===== config.mk =====
export PLATFORM = sky130hd
export DESIGN_NAME = register_file
export DESIGN_NICKNAME = d
export VERILOG_FILES = /design/src/rtl/register_file.sv
export SDC_FILE = /design/constraint.sdc
export NUM_CORES = 1
export LEC_CHECK = 0
export BUFFER_PORTS_ARGS = -buffer_cell sky130_fd_sc_hd__buf_2
export CORE_MARGIN = 1
export CORE_UTILIZATION = 30
export DETAILED_ROUTE_END_ITERATION = 10
export GPL_TIMING_DRIVEN = 0
export PLACE_DENSITY = 0.58
export SETUP_SLACK_MARGIN = 0.4
export SLEW_MARGIN = 10
export SYNTH_ARGS = -nofsm -noshare
export SYNTH_HDL_FRONTEND = slang
export SYNTH_SLANG_ARGS = --single-unit

===== constraint.sdc =====
create_clock -name clk -period 1.3 [get_ports clk]
set_input_delay 0.26 -clock clk [delete_from_list [all_inputs] [get_ports clk]]
set_output_delay 0.26 -clock clk [all_outputs]
set_load 0.03 [all_outputs]

===== src/rtl/register_file.sv =====
// Multi-port register file: two combinational read ports with write-first bypass,
// one synchronous write port, plus debug tracking of committed writes.
module register_file #(
    parameter int DATA_W = 8,
    parameter int ADDR_W = 2
) (
    input  logic              clk,
    input  logic              reset_n,
    input  logic              regWrite,
    input  logic [ADDR_W-1:0] writeReg,
    input  logic [DATA_W-1:0] writeData,
    input  logic [ADDR_W-1:0] readReg1,
    input  logic [ADDR_W-1:0] readReg2,
    output logic [DATA_W-1:0] readData1,
    output logic [DATA_W-1:0] readData2,
    output logic [7:0]        writeCount,
    output logic [ADDR_W-1:0] lastWriteReg
);

    localparam int NREG = 2 ** ADDR_W;

    logic [DATA_W-1:0] regs_q [NREG];
    logic [DATA_W-1:0] regs_d [NREG];
    logic [7:0]        count_q;
    logic [7:0]        count_d;
    logic [ADDR_W-1:0] last_q;
    logic [ADDR_W-1:0] last_d;
    logic [DATA_W-1:0] rd1_s;
    logic [DATA_W-1:0] rd2_s;

    // Reset gates the bypass path too, so reads are forced to zero while held in reset.
    function automatic logic [DATA_W-1:0] read_port(
        input logic              rst_ok,
        input logic              wr_en,
        input logic [ADDR_W-1:0] wr_idx,
        input logic [DATA_W-1:0] wr_data,
        input logic [ADDR_W-1:0] rd_idx,
        input logic [DATA_W-1:0] stored
    );
        logic [DATA_W-1:0] val;
        if (!rst_ok) begin
            val = {DATA_W{1'b0}};
        end else if (wr_en && (wr_idx == rd_idx)) begin
            val = wr_data;
        end else begin
            val = stored;
        end
        return val;
    endfunction

    // Next-state for storage and debug counters on a committed write.
    always_comb begin
        regs_d  = regs_q;
        count_d = count_q;
        last_d  = last_q;
        if (regWrite) begin
            regs_d[writeReg] = writeData;
            count_d          = count_q + 8'd1;
            last_d           = writeReg;
        end else begin
            count_d = count_q;
            last_d  = last_q;
        end
    end

    // State registers with asynchronous clear.
    always_ff @(posedge clk or negedge reset_n) begin
        if (!reset_n) begin
            for (int i = 0; i < NREG; i++) begin
                regs_q[i] <= {DATA_W{1'b0}};
            end
            count_q <= 8'd0;
            last_q  <= {ADDR_W{1'b0}};
        end else begin
            for (int i = 0; i < NREG; i++) begin
                regs_q[i] <= regs_d[i];
            end
            count_q <= count_d;
            last_q  <= last_d;
        end
    end

    // Combinational read ports, each bypassing independently.
    always_comb begin
        rd1_s = read_port(reset_n, regWrite, writeReg, writeData, readReg1, regs_q[readReg1]);
        rd2_s = read_port(reset_n, regWrite, writeReg, writeData, readReg2, regs_q[readReg2]);
    end

    assign readData1    = rd1_s;
    assign readData2    = rd2_s;
    assign writeCount   = count_q;
    assign lastWriteReg = last_q;

endmodule


**Yosys cells after proc, flatten, opt, wreduce, memory -nomap -nowiden**

Index checks and enable logic that the tools add are counted.

- Input bits: 17
- Register bits: 42
- Logic and storage cells: 32

- Bitwise gates (word level): 3
- Add/subtract/negate cells: 1
- Eq/ne operators: 2
- $lt $le $gt $ge: 4
- Reductions and logical operators: 3
- Multiplexer cells: 13

Operator list:

| kind | count |
|---|---|
| 8-bit 2-to-1 mux | 9 |
| 8-bit binary-select mux with 2-bit select | 2 |
| 32-bit bitwise mux | 1 |
| 8-bit demux with 2-bit select | 1 |
| 3-bit greater-or-equal comparator, second input constant | 3 |
| 2-bit NOT with 3-bit output | 3 |
| 8-bit by 1-bit adder with 8-bit output, second input constant | 1 |
| 2-bit equality test | 2 |
| 1-bit logical AND | 3 |
| 3-bit by 1-bit < comparator with 1-bit output, second input constant | 1 |

**Longest topological paths before layout**

Gate-level depths: netlist (run 1).

- Depth in word-level cells: 6
- Mapped depth: 5
- Depth with buffers taken out: 3

**Worst setup path after synthesis (run 1)**

Ideal clock, no wire load.

- Path type: input to output
- Start point: input readReg2[1]
- End point: output readData2[0]
- Arrival: 1.359 ns
- Cell stages on the path: 4
- Buffers on the path: 1
- Path slack: -0.319 ns
- Cell sequence: buf_2 -> xor2_2 -> o31ai_1 -> a21boi_1

- Cells in the longest elaborated chain, start to end: 6

Ends and longest elaborated chain:

| element | RTL line | source |
|---|---|---|
| from (decl) | 13 | `input logic [ADDR_W-1:0] readReg2,` |
| 2-bit NOT with 3-bit output (implied by the code) | 86 | `rd2_s = read_port(reset_n, regWrite, writeReg, writeData, readReg2, regs_q[readReg2]);` |
| 8-bit binary-select mux with 2-bit select | 86 |  |
| 8-bit 2-to-1 mux (implied by the code) (2 in a row) | 86 |  |
| 8-bit 2-to-1 mux (*) | 43 | `end else if (wr_en && (wr_idx == rd_idx)) begin` |
| 8-bit 2-to-1 mux (*) | 41 | `if (!rst_ok) begin` |
| to (decl) | 15 | `output logic [DATA_W-1:0] readData2,` |

Mark *: on every way between the ends. The rest lies on a longest branch, timed or not. The select of a mux whose other input is x is not followed.

**Final worst setup path (run 1)**

- Start point: register regs_q[6] in the netlist's numbering
- End point: output readData2[6]

- Cells in the longest elaborated chain, start to end: 5

Ends and longest elaborated chain:

| element | RTL line | source |
|---|---|---|
| from (decl) | 22 | `logic [DATA_W-1:0] regs_q [NREG];` |
| from (signal, indexed assignment) | 70 | `regs_q[i] <= {DATA_W{1'b0}};` |
| from (signal, indexed assignment) | 76 | `regs_q[i] <= regs_d[i];` |
| 8-bit binary-select mux with 2-bit select | 86 |  |
| 8-bit 2-to-1 mux (implied by the code) (2 in a row) | 86 |  |
| 8-bit 2-to-1 mux | 43 |  |
| 8-bit 2-to-1 mux | 41 |  |

Every way passes these cells. The select of a mux whose other input is x is not followed.

==> flow_summary.ini, run 1 <==
[run_status]
outcome = complete, but fails checks
violations = negative hold slack, negative setup slack

[grt]
grt_usage = 0.171
grt_pass1_wl_mm = 11.2
grt_max_degree = 50
use_met2 = 0.270
grt_pass1_vias = 1930
use_met3 = 0.0247
busiest_layer = met2
antenna_found_initial = 0
use_met1 = 0.246
grt_remaining_overflow = 0

[sta]
fin_setup_tns_ns = -7.68
whs_ns = -0.112
tightest_slew_ns = 0.613
setup_viol = 16
relSlewSlack = 0.591
post-route-period-util = 1.39
timing.final.ws_setup_ns = -0.508
drv_slew = 0
rsz0062_at_grt = yes
min_period_ns = 1.81
hold_viol = 42
fmax_mhz = 553
fin_worst_skew_ns = 0.00125

[die]
die_w_um = 95.0
rows = 33
die_height_um = 95.0
initial_utilization = 0.313
die-area_sq_mm = 0.00903
core_sq_mm = 0.00830
io_pins = 43

[clocking]
cts_tree = built
h-tree-depth = 2
clock_path_buffers = 2
cts_buffers = 5
root_buffer = clkbuf_8
cts_sinks = 42
clk_pin_slew_worst_paths_ns = 0.09
clock_latency_ns = 0.29

[route]
route.detailed.wl_per_inst_um = 20.5
drc = 0
antenna_left = 0
drt-initial-drc-count = 99
dr_total_vias = 1899
routed_via_density = 5.38
wl_mm = 7.23
drtPass1Iterations = 4

[critical_path]
arrival_ns = 1.55
cp_cell_sequence = mux4_2, o31ai_4, a21boi_4, buf_6
crit_fanout = 3
critPathKind = reg -> out
crit_path_max_incr_delay_ns = 0.53
worstSetupStartpointType = register
slowest_stage = mux4_2
required_ns = 1.04
endpoint_kind = output pin

[cells_and_area]
drive_above_1_share = 0.754
antenna_cells = 0
area_growth_pct = 55.4
layout.area.seq_sq_mm = 0.00106
fin_nets = 265
multi_input_area_sq_mm = 0.00201
nFillCells = 718

[pwr]
ir_worst_vdd_mv = 0.490
cellPowerDensity_mw_per_mm2 = 1430
finalPower_mw = 5.78
p_leak_nw = 1.64

[logic_synthesis]
synth_nets = 199
synthDistinctLibCells = 23
synth_area_sq_mm = 0.00260
syn_avg_cell_area_sq_um = 14.3
syn_inst = 181
yosysSeqAreaShare = 0.405
ys_warn_count = 0
yosys_register_bits = 42

[placed_design]
pre_cts_slack_ns = -1.11
place.gp.congestion = 0.759
portBuffers = 35
hpwl_mm = 4.53

[worst_hold_path]
min_path_type = in -> async

[flow_run]
maxCapViolCount = 0
==> kinds of logic (layout without fill, tap and decap cells) <==
family          count (synthesis)  in the layout  synth area share
mux                            51             51             0.314
compound gates                 32             32            0.0925
xor+xnor                       15             15            0.0737
flops                          42             42             0.405
simple gates                   28             28            0.0752
buf+inv                        12             79            0.0352
fa+ha+maj                       1              1           0.00482
==> cells in the mapped netlist (all sizes together) <==
cell type / instances / area share
mux2: 35 / 0.15
buf: 10 / 0.032
dfrtp: 42 / 0.40
nor3: 1 / 0.0063
and4: 1 / 0.0034
clkbuf: 1 / 0.0014
ha: 1 / 0.0048
mux4: 16 / 0.16
o31ai: 16 / 0.046
a21boi: 16 / 0.046
xnor2: 10 / 0.045
nand2: 1 / 0.0014
xor2: 5 / 0.028
and3: 1 / 0.0024
nand3b: 2 / 0.0087
inv: 1 / 0.0014
nand4: 18 / 0.043
nand3: 4 / 0.0096
==> critical path, delay by kind of cell, from the launching register on <==
kind	cells	cell delay, ns
AOI/OAI and AO/OA	2	0.19
DFF	1	0.39
muxes	1	0.53
buffers and inverters	1	0.15
==> sequential cells by signal, indices dropped and copies added (netlist names) <==
| name | count |
|---|---|
| writeCount | 8 |
| lastWriteReg | 2 |
| regs_q | 32 |
==> stage by stage <==
stage	cells	util	cell area, sq um	hold slack (ns)
after CTS	347	0.472	3920	-0.0938
after floorplan	181	-	3050	-0.0356
after global placement	321	0.405	3360	0.448
after global routing	353	0.486	4030	-0.0748
after detailed placement	321	0.405	3360	0.460
final	353	0.486	4030	-0.112
==> routing by layer <==
layer	wire (um)	part of all wire	up-vias
met4	96	0.013	0
li1	-	-	855
met2	3630	0.50	30
met1	3320	0.46	1007
met3	191	0.026	7
met5	0	0	-
==> cell usage in the layout, fill, tap and decap left out, drive strengths merged <==
cell type  instances
xnor2             10
ha                 1
clkinv             1
a21boi            16
nand3b             2
buf               69
mux4              16
inv                1
mux2              35
and3               1
nand4             18
nor3               1
clkbuf             8
dfrtp             42
xor2               5
and4               1
o31ai             16
nand2              1
nand3              4
==> area by class of cell <==
type,instances,share of cell area
tap,105,0.0326
sequential,42,0.262
timing repair buffer,59,0.142
multi-input combinational,127,0.499
clock inverter,1,0.00124
clock buffer,7,0.0214
buffer,11,0.0385
inverter,1,0.00279
==> report_power, final <==
| part | switching (mW) | internal, mW | total, mW |
|---|---|---|---|
| clock | 0.467 | 0.429 | 0.897 |
| sequential | 0.232 | 1.62 | 1.85 |
| combinational | 1.38 | 1.65 | 3.03 |
==> worst paths after layout <==
kind,from,end,slack (ns),cells after the start
setup / recovery,regs_q[6]$_DFFE_PN0P_,readData2[6],-0.51,4
hold / removal,reset_n,regs_q[10]$_DFFE_PN0P_,-0.11,1
setup reg to reg,writeCount[0]$_DFFE_PN0P_,writeCount[1]$_DFFE_PN0P_,0.16,3
hold reg to reg,regs_q[22]$_DFFE_PN0P_,regs_q[22]$_DFFE_PN0P_,0.53,1
max in group asynchronous,reset_n,writeCount[4]$_DFFE_PN0P_,1.02,1
min in group clk,writeData[1],regs_q[9]$_DFFE_PN0P_,0.27,2
==> what timing repair did <==
action	in CTS	in global routing
setup endpoints to repair	81	49
endpoints found under the hold margin	42	42
pin swaps	15	6
resized for setup	84	14
buffers inserted	18	6
Power figures use the tool's default switching activity.
==> run 2, diff against run 1 <==
--- a/config.mk
+++ b/config.mk
@@ -6,8 +6,9 @@
 export NUM_CORES = 1
 export LEC_CHECK = 0
 export BUFFER_PORTS_ARGS = -buffer_cell sky130_fd_sc_hd__buf_2
-export CORE_MARGIN = 1
+export CORE_MARGIN = 4
 export CORE_UTILIZATION = 30
+export CTS_CLUSTER_DIAMETER = 50
 export DETAILED_ROUTE_END_ITERATION = 10
 export GPL_TIMING_DRIVEN = 0
 export PLACE_DENSITY = 0.58
==> flow_summary.ini, run 2 (same netlist as run 1, synthesis figures left out) <==
[cells_and_area]
largest_reg_flops = 32
area_growth_pct = 56.3
fin_nets = 265
largest-register = regs_q
mostFrequentLayoutCells = 39 x buf_6, 37 x dfrtp_1, 25 x mux2_4
antenna_cells = 0
final_common_cell = buf_6
fin_area_sq_mm = 0.00406
drive_above_1_share = 0.750

[clocking]
cts_buffers = 5
root_buffer = clkbuf_8
clk_pin_slew_worst_paths_ns = 0.09
cts_tree = built
h-tree-depth = 2
cts_sinks = 42
clock_latency_ns = 0.29
clock_path_buffers = 2

[pwr]
ir_worst_vdd_mv = 0.393
p_leak_nw = 1.67
cellPowerDensity_mw_per_mm2 = 1380

[critical_path]
r2r_end = writeCount[1]$_DFFE_PN0P_
crit_path_max_incr_delay_ns = 0.48
cpLargestDelayFamily = multiplexers
critPathBufInv = 1
slowest_stage = mux4_2
cp_cell_sequence = mux4_2, o31ai_2, a21boi_4, buf_4
worst_r2r_path_depth = 3
crit_fanout = 3
regToRegSetupSlack_ns = 0.19
endpoint_kind = output pin
worstSetupStartpointType = register
arrival_ns = 1.54
required_ns = 1.04
critPathKind = reg -> out
worstSetupPathDepth = 4
r2r_start = writeCount[0]$_DFFE_PN0P_

[grt]
grt_pass1_vias = 2009
grt_max_degree = 50
antenna_found_initial = 0
grt_pass1_wl_mm = 11.4
grt_usage = 0.148
grt_remaining_overflow = 0

[route]
routed_via_density = 5.30
drc = 0
dr_total_vias = 1872
route.detailed.wl_per_inst_um = 20.5
wl_mm = 7.23
drtPass1Iterations = 4
drt-initial-drc-count = 91
antenna_left = 0

[die]
die_height_um = 101
io_pins = 43
initial_utilization = 0.313
die_w_um = 101
core_sq_mm = 0.00830
die-area_sq_mm = 0.0102
rows = 33

[sta]
tightest_slew_ns = 0.681
min_period_ns = 1.80
setup_viol = 16
relSlewSlack = 0.545
drv_slew = 0
fmax_mhz = 556
whs_ns = -0.115
fin_worst_skew_ns = 0.00724
post-route-period-util = 1.38
timing.final.ws_setup_ns = -0.500
rsz0062_at_grt = yes
hold_viol = 42

[placed_design]
hpwl_mm = 4.72
portBuffers = 35
place.gp.congestion = 0.728
place_area_sq_mm = 0.00336

[run_status]
outcome = complete, but fails checks
violations = negative hold slack, negative setup slack

[worst_hold_path]
min_path_type = in -> async

[flow_run]
maxCapViolCount = 0
run 2: changes by cell type in the layout (fill, tap and decap cells not counted), moves of 2 or more:
| cell | previous run | this run |
|---|---|---|
| o31ai_4 | 12 | 10 |
| mux2_4 | 18 | 25 |
| o31ai_2 | 4 | 6 |
| mux2_2 | 17 | 10 |
run 2: layer usage:
metal / share of wire / vias to the layer above / track usage
li1: - / 859 / -
met1: 0.47 / 967 / 0.214
met2: 0.48 / 37 / 0.228
met3: 0.034 / 9 / 0.0277
met4: 0.012 / 0 / 0.0368
met5: 0 / - / 0
run 2: worst max-delay path by stage:
stage	from	end
after floorplan	readReg1[0]	readData1[2]
after global placement	reset_n	readData2[4]
after detailed placement	reset_n	readData1[2]
after CTS	regs_q[6]$_DFFE_PN0P_	readData2[6]
after global routing	regs_q[0]$_DFFE_PN0P_	readData2[0]
final	regs_q[10]$_DFFE_PN0P_	readData2[2]
run 2: metrics by stage:
step,std cells,util,setup TNS (ns),total power [mW],worst slack [ns]
floorplan,181,-,-1.50,3.39,-0.0947
global placement,321,0.405,-16.72,3.84,-1.09
detailed placement,321,0.405,-16.41,3.87,-1.09
CTS,344,0.469,-7.76,5.47,-0.511
global route,353,0.489,-8.39,5.88,-0.557
finish,353,0.489,-7.65,5.60,-0.500
run 2: report_power, final:
group / leakage, nW / switching, mW / total, mW / internal (mW)
Sequential: 0.497 / 0.254 / 1.87 / 1.62
Combinational: 1.13 / 1.29 / 2.82 / 1.53
Clock: 0.0482 / 0.474 / 0.903 / 0.430
run 2: what timing repair did:
action | CTS | global route
setup endpoints to repair | 81 | 50
pin swaps | 15 | 3
setup buffers | 15 | 9
hold endpoints to repair | 42 | 42
resized for setup | 83 | 20
run 2: cell type report:
type                    count  area (sq um)
clock buffers               7          86.3
repair buffers             59           582
multi-input cells         127          2000
fillers                   699          4240
plain buffers              11           163
flip-flops and latches     42          1060
clock inverters             1          5.00
inverters                   1          30.0
well taps                 105           131
